--- src/rtl/player_motion_ctrl.sv ---
// Player sprite controller: debounced buttons drive frame-synchronous motion with acceleration
// and edge limits, plus a missile launch handshake with cooldown. Define PLAYER_WRAP_EN to wrap at edges.
module player_motion_ctrl #(
  parameter int INIT_COL        = 305,
  parameter int MIN_COL         = 0,
  parameter int MAX_COL         = 609,
  parameter int PLAYER_W        = 30,
  parameter int PLAYER_ROW      = 440,
  parameter int SLOW_STEP       = 2,
  parameter int FAST_STEP       = 4,
  parameter int ACCEL_FRAMES    = 8,
  parameter int DEBOUNCE_FRAMES = 3,
  parameter int COOLDOWN_FRAMES = 15
) (
  input  logic        clk,
  input  logic        rst,
  input  logic        frame_tick,
  input  logic        btn_left,
  input  logic        btn_right,
  input  logic        btn_fire,
  output logic [11:0] btn_col,
  output logic        moving,
  output logic        missile_valid,
  input  logic        missile_ready,
  output logic [11:0] missile_col,
  output logic [11:0] missile_row
);

  localparam int DBW = (DEBOUNCE_FRAMES > 1) ? $clog2(DEBOUNCE_FRAMES + 1) : 1;
  localparam int HW  = (ACCEL_FRAMES > 0) ? $clog2(ACCEL_FRAMES + 2) : 1;
  localparam int CW  = (COOLDOWN_FRAMES > 0) ? $clog2(COOLDOWN_FRAMES + 1) : 1;

  localparam logic [12:0] MIN13  = 13'(MIN_COL);
  localparam logic [12:0] MAX13  = 13'(MAX_COL);
  localparam logic [12:0] SLOW13 = 13'(SLOW_STEP);
  localparam logic [12:0] FAST13 = 13'(FAST_STEP);

  typedef enum logic [1:0] {HOLD, MOVE_L, MOVE_R} mstate_e;
  typedef enum logic [1:0] {F_IDLE, F_REQ, F_COOL} fstate_e;

  // Button vectors are ordered {fire, right, left}.
  logic [2:0]          sync1_q, sync2_q;
  logic [2:0]          deb_q, deb_d;
  logic [2:0][DBW-1:0] dcnt_q, dcnt_d;

  mstate_e     mstate_q, mnext;
  logic [HW-1:0] hold_q;
  logic [11:0] col_q, col_next;
  logic        moving_q;
  logic [12:0] step;

  fstate_e     fstate_q;
  logic [CW-1:0] cool_q;
  logic        fire_prev_q;
  logic        mvalid_q;
  logic [11:0] mcol_q, mrow_q;

  function automatic logic [11:0] edge_limit(input logic [12:0] col, input logic [12:0] stp,
                                             input logic left);
    logic [12:0] r;
    if (left) begin
      if (col < MIN13 + stp)
`ifdef PLAYER_WRAP_EN
        r = MAX13 - (MIN13 + stp - col - 13'd1);
`else
        r = MIN13;
`endif
      else
        r = col - stp;
    end else begin
      if (col + stp > MAX13)
`ifdef PLAYER_WRAP_EN
        r = MIN13 + (col + stp - MAX13 - 13'd1);
`else
        r = MAX13;
`endif
      else
        r = col + stp;
    end
    return r[11:0];
  endfunction

  always_comb begin
    deb_d  = deb_q;
    dcnt_d = dcnt_q;
    if (frame_tick) begin
      for (int i = 0; i < 3; i++) begin
        if (sync2_q[i] != deb_q[i]) begin
          if (dcnt_q[i] == DBW'(DEBOUNCE_FRAMES - 1)) begin
            deb_d[i]  = ~deb_q[i];
            dcnt_d[i] = '0;
          end else begin
            dcnt_d[i] = dcnt_q[i] + DBW'(1);
          end
        end else begin
          dcnt_d[i] = '0;
        end
      end
    end
  end

  always_ff @(posedge clk or negedge rst) begin
    if (!rst) begin
      sync1_q <= '0;
      sync2_q <= '0;
      deb_q   <= '0;
      dcnt_q  <= '0;
    end else begin
      sync1_q <= {btn_fire, btn_right, btn_left};
      sync2_q <= sync1_q;
      deb_q   <= deb_d;
      dcnt_q  <= dcnt_d;
    end
  end

  // Motion decision uses the debounced state as it stood before this frame_tick edge.
  always_comb begin
    mnext = HOLD;
    if (deb_q[0] && !deb_q[1])
      mnext = MOVE_L;
    else if (deb_q[1] && !deb_q[0])
      mnext = MOVE_R;
    step     = (mnext == mstate_q && hold_q == HW'(ACCEL_FRAMES)) ? FAST13 : SLOW13;
    col_next = edge_limit({1'b0, col_q}, step, mnext == MOVE_L);
  end

  // hold_q counts frames moved in the current direction, the entry frame counting as the first.
  always_ff @(posedge clk or negedge rst) begin
    if (!rst) begin
      mstate_q <= HOLD;
      hold_q   <= '0;
      col_q    <= 12'(INIT_COL);
      moving_q <= 1'b0;
    end else if (frame_tick) begin
      mstate_q <= mnext;
      moving_q <= (mnext != HOLD);
      if (mnext == HOLD) begin
        hold_q <= '0;
      end else begin
        col_q <= col_next;
        if (mnext != mstate_q)
          hold_q <= HW'(1);
        else if (hold_q != HW'(ACCEL_FRAMES))
          hold_q <= hold_q + HW'(1);
      end
    end
  end

  // Fire edges arriving outside F_IDLE are dropped; fire_prev_q still tracks every frame.
  always_ff @(posedge clk or negedge rst) begin
    if (!rst) begin
      fstate_q    <= F_IDLE;
      cool_q      <= '0;
      fire_prev_q <= 1'b0;
      mvalid_q    <= 1'b0;
      mcol_q      <= '0;
      mrow_q      <= '0;
    end else begin
      if (frame_tick)
        fire_prev_q <= deb_q[2];
      case (fstate_q)
        F_IDLE: begin
          if (frame_tick && deb_q[2] && !fire_prev_q) begin
            fstate_q <= F_REQ;
            mvalid_q <= 1'b1;
            mcol_q   <= col_q + 12'(PLAYER_W / 2);
            mrow_q   <= 12'(PLAYER_ROW - 1);
          end
        end
        F_REQ: begin
          if (mvalid_q && missile_ready) begin
            mvalid_q <= 1'b0;
            cool_q   <= CW'(COOLDOWN_FRAMES);
            fstate_q <= (COOLDOWN_FRAMES == 0) ? F_IDLE : F_COOL;
          end
        end
        F_COOL: begin
          if (frame_tick) begin
            cool_q <= cool_q - CW'(1);
            if (cool_q == CW'(1))
              fstate_q <= F_IDLE;
          end
        end
        default: fstate_q <= F_IDLE;
      endcase
    end
  end

  assign btn_col       = col_q;
  assign moving        = moving_q;
  assign missile_valid = mvalid_q;
  assign missile_col   = mcol_q;
  assign missile_row   = mrow_q;

endmodule
--- config.mk ---
export PLATFORM = sky130hd
export DESIGN_NAME = player_motion_ctrl
export DESIGN_NICKNAME = d
export VERILOG_FILES = /design/src/rtl/player_motion_ctrl.sv
export SDC_FILE = /design/constraint.sdc
export NUM_CORES = 1
export LEC_CHECK = 0
export CORE_ASPECT_RATIO = 1.25
export CORE_UTILIZATION = 50
export DETAILED_ROUTE_END_ITERATION = 10
export PLACE_DENSITY = 0.74
export SLEW_MARGIN = 20
export SYNTH_ARGS = -nofsm -noshare
export SYNTH_HDL_FRONTEND = slang
export SYNTH_SLANG_ARGS = --single-unit
--- constraint.sdc ---
create_clock -name clk -period 3.45 [get_ports clk]
set_input_delay 0.5175 -clock clk [delete_from_list [all_inputs] [get_ports clk]]
set_output_delay 0.5175 -clock clk [all_outputs]
set_load 0.02 [all_outputs]
; ---- After elaboration in Yosys (flattened, before gate mapping)
; Index checks and enable logic that the tools add are counted.
[op_classes]
add_sub_neg = 8
magnitude_cmp = 2
n_eq_ne = 18
n_mux = 26
bitwise = 4
n_reduce_logical = 24
[ops]
columns = op, n
row1 = two-way mux 12 bit, 3
row2 = two-way mux 2 bit, 12
row3 = two-way mux 4 bit, 5
row4 = AND reduction 3 bit, 5
row5 = adder 12 x 3 -> 13 bit, 1
row6 = "greater-than comparator 13 x 10 -> 1 bit, second input constant", 1
row7 = "adder 12 x 4 -> 12 bit, second input constant", 1
row8 = < comparator 12 x 3 -> 1 bit, 1
row9 = subtractor 12 x 3 -> 12 bit, 1
row10 = "equality test 2 bit, second input constant", 4
row11 = "!= test 2 bit, second input constant", 4
row12 = case mux 4 bit (2 select lines), 1
row13 = "adder 2 x 1 -> 2 bit, second input constant", 3
row14 = logical AND 1 bit, 6
row15 = case mux 2 bit (3 select lines), 1
row16 = AND reduction 2 bit, 3
row17 = nonzero test 2 bit, 3
row18 = "adder 4 x 1 -> 4 bit, second input constant", 1
row19 = "equality test 2 x 1 -> 1 bit, second input constant", 2
row20 = "equality test 4 x 1 -> 1 bit, second input constant", 1
row21 = "equality test 4 bit, second input constant", 1
row22 = logical NOT 2 bit, 2
row23 = "!= test 4 bit, second input constant", 1
row24 = inverter 1 bit, 4
row25 = 10 further kinds, 15
[totals]
ff_bits = 55
in_bits = 7

; ---- Depth between registers and ports, before layout
[depth]
depth_word = 11
mapped_depth = 16

; ---- Least setup slack after synthesis
; No wires, ideal clock.
[synth_timing]
kind = flip-flop to flip-flop
start = register deb_q[0]
end = register col_q[3] (netlist: btn_col[3])
setup_time_ns = 0.066
t_arrival_ns = 3.499
required_time_ns = 3.384
setup_slack_ns = -0.114
stages_incl_launch_ff = 16
path_buffers = 1
cell_sequence = dfrtp_1 > ha_1 > xnor2_1 > nand2_1 > or3_1 > clkbuf_1 > ha_1 > inv_1 > fa_1 > and4b_1 > and2_4 > or3_1 > a22oi_2 > nor2_2 > o41ai_1 > a22o_1
[synth_rtl]
columns = element, line
row1 = start: declaration, 43  ; logic [2:0] deb_q, deb_d;
row2 = start signal: assignment, 106  ; deb_q <= '0;
row3 = start signal: assignment, 111  ; deb_q <= deb_d;
row4 = logical AND 1 bit *, 119  ; if (deb_q[0] && !deb_q[1])
row5 = two-way mux 2 bit *, 119
row6 = named net mnext[0], 46  ; mstate_e mstate_q, mnext;
row7 = equality test 2 bit, 123  ; step = (mnext == mstate_q && hold_q == HW'(ACCEL_FRAMES)) ? FAST13 : SLOW13;
row8 = logical AND 1 bit, 123
row9 = two-way mux 3 bit, 123
row10 = adder 12 x 3 -> 13 bit, 78  ; r = col + stp;
row11 = greater-than comparator 13 x 10 -> 1 bit, 71  ; if (col + stp > MAX13)
row12 = two-way mux 12 bit, 71
row13 = two-way mux 12 bit, 61  ; if (left) begin
row14 = end signal: assignment, 132  ; col_q <= 12'(INIT_COL);
row15 = end signal: assignment, 140  ; col_q <= col_next;
row16 = end: declaration, 48  ; logic [11:0] col_q, col_next;
; Mark *: on every way through the listed nets, which the timed path passes. The rest lies on a longest branch.
; A chain may end at the register's enable or synchronous reset.

; ---- Final worst setup path
[layout_timing]
start = register deb_q[0]
end = register col_q[3] (netlist: btn_col[3])
[layout_via]
elab_chain_len = 11
[layout_rtl]
columns = element, line
row1 = logical NOT 1 bit, 121  ; else if (deb_q[1] && !deb_q[0])
row2 = logical AND 1 bit, 121
row3 = two-way mux 2 bit, 121
row4 = two-way mux 2 bit *, 119
row5 = named net mnext[1], 46
row6 = equality test 2 bit, 123
row7 = logical AND 1 bit, 123
row8 = two-way mux 3 bit, 123
row9 = adder 12 x 3 -> 13 bit, 78
row10 = greater-than comparator 13 x 10 -> 1 bit, 71
row11 = two-way mux 12 bit, 71
row12 = two-way mux 12 bit, 61
; Marks and branches as above.

==> results by stage <==
Die:
- The floorplan die area is 0.006929 mm2.
- The die is 74.66 um wide.
- The placement row count is 32.
- For this design the top-level I/O count stands at 45.
- The initial utilization of the core area, before any placement, comes to 52.49%.
- Measured along the y axis, the die boundary spans 92.82 um.
- The placeable core area is 0.006286 mm2.

Yosys:
- The most frequently used flop master after synthesis is dfrtp_1.
- Synthesis produced 364 cells.
- The Yosys step of the flow raised 0 warnings.
- In the post-synthesis netlist, the biggest area contributors are dfrtp_1 (39%), o21ai_0 (4.9%), nand2_1 (4.6%), ha_1 (4.2%), dfstp_2 (3.2%).
- The async set or reset register ratio after synthesis is 100.0%.
- The share of synthesized area occupied by flip-flops and latches is 41.87%.
- The mean post-synth cell area is 9.064 um2.
- In this run, distinct cell masters in the synthesized netlist total 64.
- The synthesized netlist occupies a cell area of 0.003299 mm2.
- The library cell occupying the most area in the post-synthesis netlist is dfrtp_1.
- The number of flops mapped to enable cells by yosys is 0.
- The number of synthesized register bits is 55.
- The share of Yosys cell area claimed by the top area cell type is 38.68%.

Drt:
- The average wire length per cell after detail routing is 15.13 um.
- For this block, the routed nets add up to 7.597 mm of wire.
- The ratio of routed vias to standard cells is 5.622.
- In this run the remaining antenna-violating nets after routing total 0.
- The final routed DRC violation total is 0.
- For this block, the via count after detailed routing is 2822.
- The violation count after the first detailed-routing iteration is 146.
- The length of the first detailed-routing pass in iterations is 5.

Timing:
- For the pin with the worst max-slew slack, the measured transition is 0.7614 ns.
- After layout, the worst path uses 100.2% of the clock period.
- The minimum period implied by the final worst setup slack is 3.456 ns.
- On the final layout, the worst clock skew is 0.008810 ns.
- Once routing completed, OpenROAD measured the worst setup slack at -0.005985 ns.
- Setup violations remaining at the end of the flow were counted as 1.
- The number of hold violations in the final report was 0.
- Derived from the worst setup path, the maximum achievable clock frequency is 0.2894 GHz.
- The max-slew violation count is 0.
- Setup repair after global routing could not meet its margin everywhere.
- Headroom to the max-slew limit came out at 49.24%.

Run status:
- The final reports fail on setup timing.
- The flow ran to the end, but the final reports show violations.

Setup path:
- The critical path data arrival time is 3.73 ns.
- The worst setup path is captured at a flop.
- The required time at the endpoint of the critical path is 3.72 ns.
- Along the worst path, the maximum fanout reaches 7.
- The type of the setup path with the least slack is reg2reg.
- The depth of the worst register-to-register path is 15.
- The startpoint type of the worst setup path is a flop.

Clock network:
- The clock network latency to the later pin of the worst-skew pair is 0.32 ns.
- The clock-pin transition on the worst setup and hold timing paths is 0.10 ns.
- The H-tree level count is 2.
- The tree is rooted in a clkbuf_8.
- In this run, CTS created clock tree buffers numbering 5.
- The clock sink total is 55.
- In this run the deepest clock path goes through 2 buffers.
- The count of hold-fix buffers inserted at cts is 0.
- TritonCTS built the clock tree.

Layout:
- The post-layout net count is 436.
- The layout filler cell count is 514.
- The count of inserted antenna diode cells is 0.
- The area overhead of the layout relative to synthesis is 26.55%.
- In the final layout, the share of cells above drive strength 1 is 20.38%.

Placed design:
- The placement-stage worst setup slack is -0.02633 ns.
- The number of port buffers is 39.
- At the end of routability-driven placement, the weighted congestion stood at 0.9168.
- Summed over all nets, the half-perimeter wirelength after detailed placement is 5.002 mm.

GRT:
- After global routing the overflow that remains totals 0.
- The global-route wire length before repair is 11.59 mm.
- The number of antenna violations at the first check in global routing is 0.
- The total routing usage reported by global routing is 21.73%.
- The largest net degree at the start of global routing is 35.
- The via count of the first global-routing pass is 2441.

Power and ir drop:
- The leakage power is 1.768 nW.
- Dividing total power by cell area gives a power density of 807.7 mW/mm2.
- The completed layout was analyzed and its total power is 3.372 mW.
- The maximum VDD drop is 377.5 uV.

Hold path:
- The worst min-delay path category is in2async.

Run:
- The number of violations of the max-capacitance limit is 0.
## final cells by class
class	instances	area (um2)	share of cell area (%)
clock buffer	6	72.57	1.738
clock inverter	2	38.79	0.9290
inverter	20	75.07	1.798
multi-input combinational	263	1861	44.56
sequential	55	1381	33.08
tap	85	106.4	2.547
timing repair buffer	71	640.6	15.34
## through the flow
step            TNS [ns]  util, %  instances  cell area [um2]  hold slack [ns]
6_report       -0.005985    66.42        502             4175           0.2473
4_1_cts                0    63.40        495             3985           0.2786
2_1_floorplan          0        -        368             3327           0.2219
5_1_grt          -0.7826    66.42        502             4175           0.3185
3_5_place_dp    -0.03423    60.89        485             3827           0.3379
3_3_place_gp           0    60.89        485             3827           0.3344
## cells in the mapped netlist (all sizes together), types with 9 or more instances
cell	count
dfrtp	51
nand2	40
o21ai	33
nor2	26
inv	20
buf	18
a21oi	17
nand3	13
clkbuf	12
ha	11
xnor2	10
xor2	10
nor3	9
## state kept, by name (all words and copies together), names as in the netlist, 3 cells and up
register     flops
btn_col         12
cool_q           4
dcnt_q           6
deb_q            3
hold_q           4
missile_col     12
sync1_q          3
sync2_q          3
## worst max-delay path, cell delays in order, from the launching register on
cell and delay, ns:
dfrtp_1 0.43, inv_1 0.08, ha_2 0.20, xnor2_2 0.11, nand2_1 0.09, or3_4 0.38, buf_6 0.14, fa_2 0.38
and4b_1 0.33, and2_4 0.18, buf_6 0.11, a22oi_2 0.07, a22oi_2 0.30, nor2_4 0.11, o41ai_2 0.34, a22o_1 0.16
## cell usage in the layout (no fill, tap or decap), types with 2 or more instances in the layout
master and count:
dfrtp_1 51, nand2_1 40, clkdlybuf4s50_1 38, o21ai_0 31, buf_4 28, nor2_1 22
inv_1 19, a21oi_1 16, nand3_1 13, xor2_1 10, xnor2_1 8, ha_1 7
nor2b_1 6, nand2b_1 6, nor3_1 6, mux2_2 6, nand4_1 5, conb_1 5
clkbuf_8 5, and3_1 4, dfstp_2 4, buf_6 4, nor3_2 3, a21o_1 3
nor2_2 3, mux2i_1 3, o31ai_1 3, o22ai_1 3, ha_4 3, xnor2_2 2
or3_4 2, a22oi_2 2, a22oi_1 2, nand3b_1 2, o41ai_2 2, a22o_1 2
o21a_1 2, a31oi_1 2, or3_1 2
## report_power, final
group          leakage (nW)  internal (mW)  total, mW  switching [mW]
clock network        0.0558          0.220      0.442           0.222
logic                  1.05          0.869       1.79           0.918
registers             0.667          0.857       1.14           0.287
total                  1.77           1.95       3.37            1.43
## what timing repair did
item | 4_1_cts | 5_1_grt
pin swaps | 2 | 17
buffers inserted | 2 | 7
gates resized for setup | 4 | 28
setup endpoints to repair | 3 | 12
## worst paths after layout
kind                                      startpoint                endpoint  slack (ns)
worst max-delay path            deb_q[0]$_DFFE_PN0P_  btn_col[3]$_DFFE_PN0P_      -0.006
worst min-delay path                             rst  btn_col[6]$_DFFE_PN0P_        0.25
worst max register to register  deb_q[0]$_DFFE_PN0P_  btn_col[3]$_DFFE_PN0P_      -0.006
worst min register to register  sync1_q[2]$_DFF_PN0_    sync2_q[2]$_DFF_PN0_        0.36
max in group asynchronous                        rst  btn_col[4]$_DFFE_PN1P_        2.36
min in group clk                sync1_q[2]$_DFF_PN0_    sync2_q[2]$_DFF_PN0_        0.36
## routing by layer
| metal | share of wire, % | wire length (um) | track usage (%) |
|---|---|---|---|
| met4 | 2.0 | 152 | 7.390 |
| met2 | 51 | 3842 | 35.21 |
| met3 | 5.5 | 416 | 3.047 |
| met5 | 0 | 0 | 0 |
| met1 | 42 | 3185 | 29.36 |
## cells by family (layout without fill, tap and decap cells)
logic type | Yosys count | in the layout | share of synthesized area [%]
other | 1 | 5 | 0.1137
AND/OR/NAND/NOR | 129 | 129 | 19.91
AO/OA/AOI/OAI | 86 | 86 | 17.03
flip-flops | 55 | 55 | 41.87
multiplexers | 10 | 10 | 3.261
buffers and inverters | 50 | 99 | 7.129
adder cells (fa/ha/maj) | 13 | 13 | 5.385
XOR/XNOR | 20 | 20 | 5.309
Power figures use the tool's default switching activity.
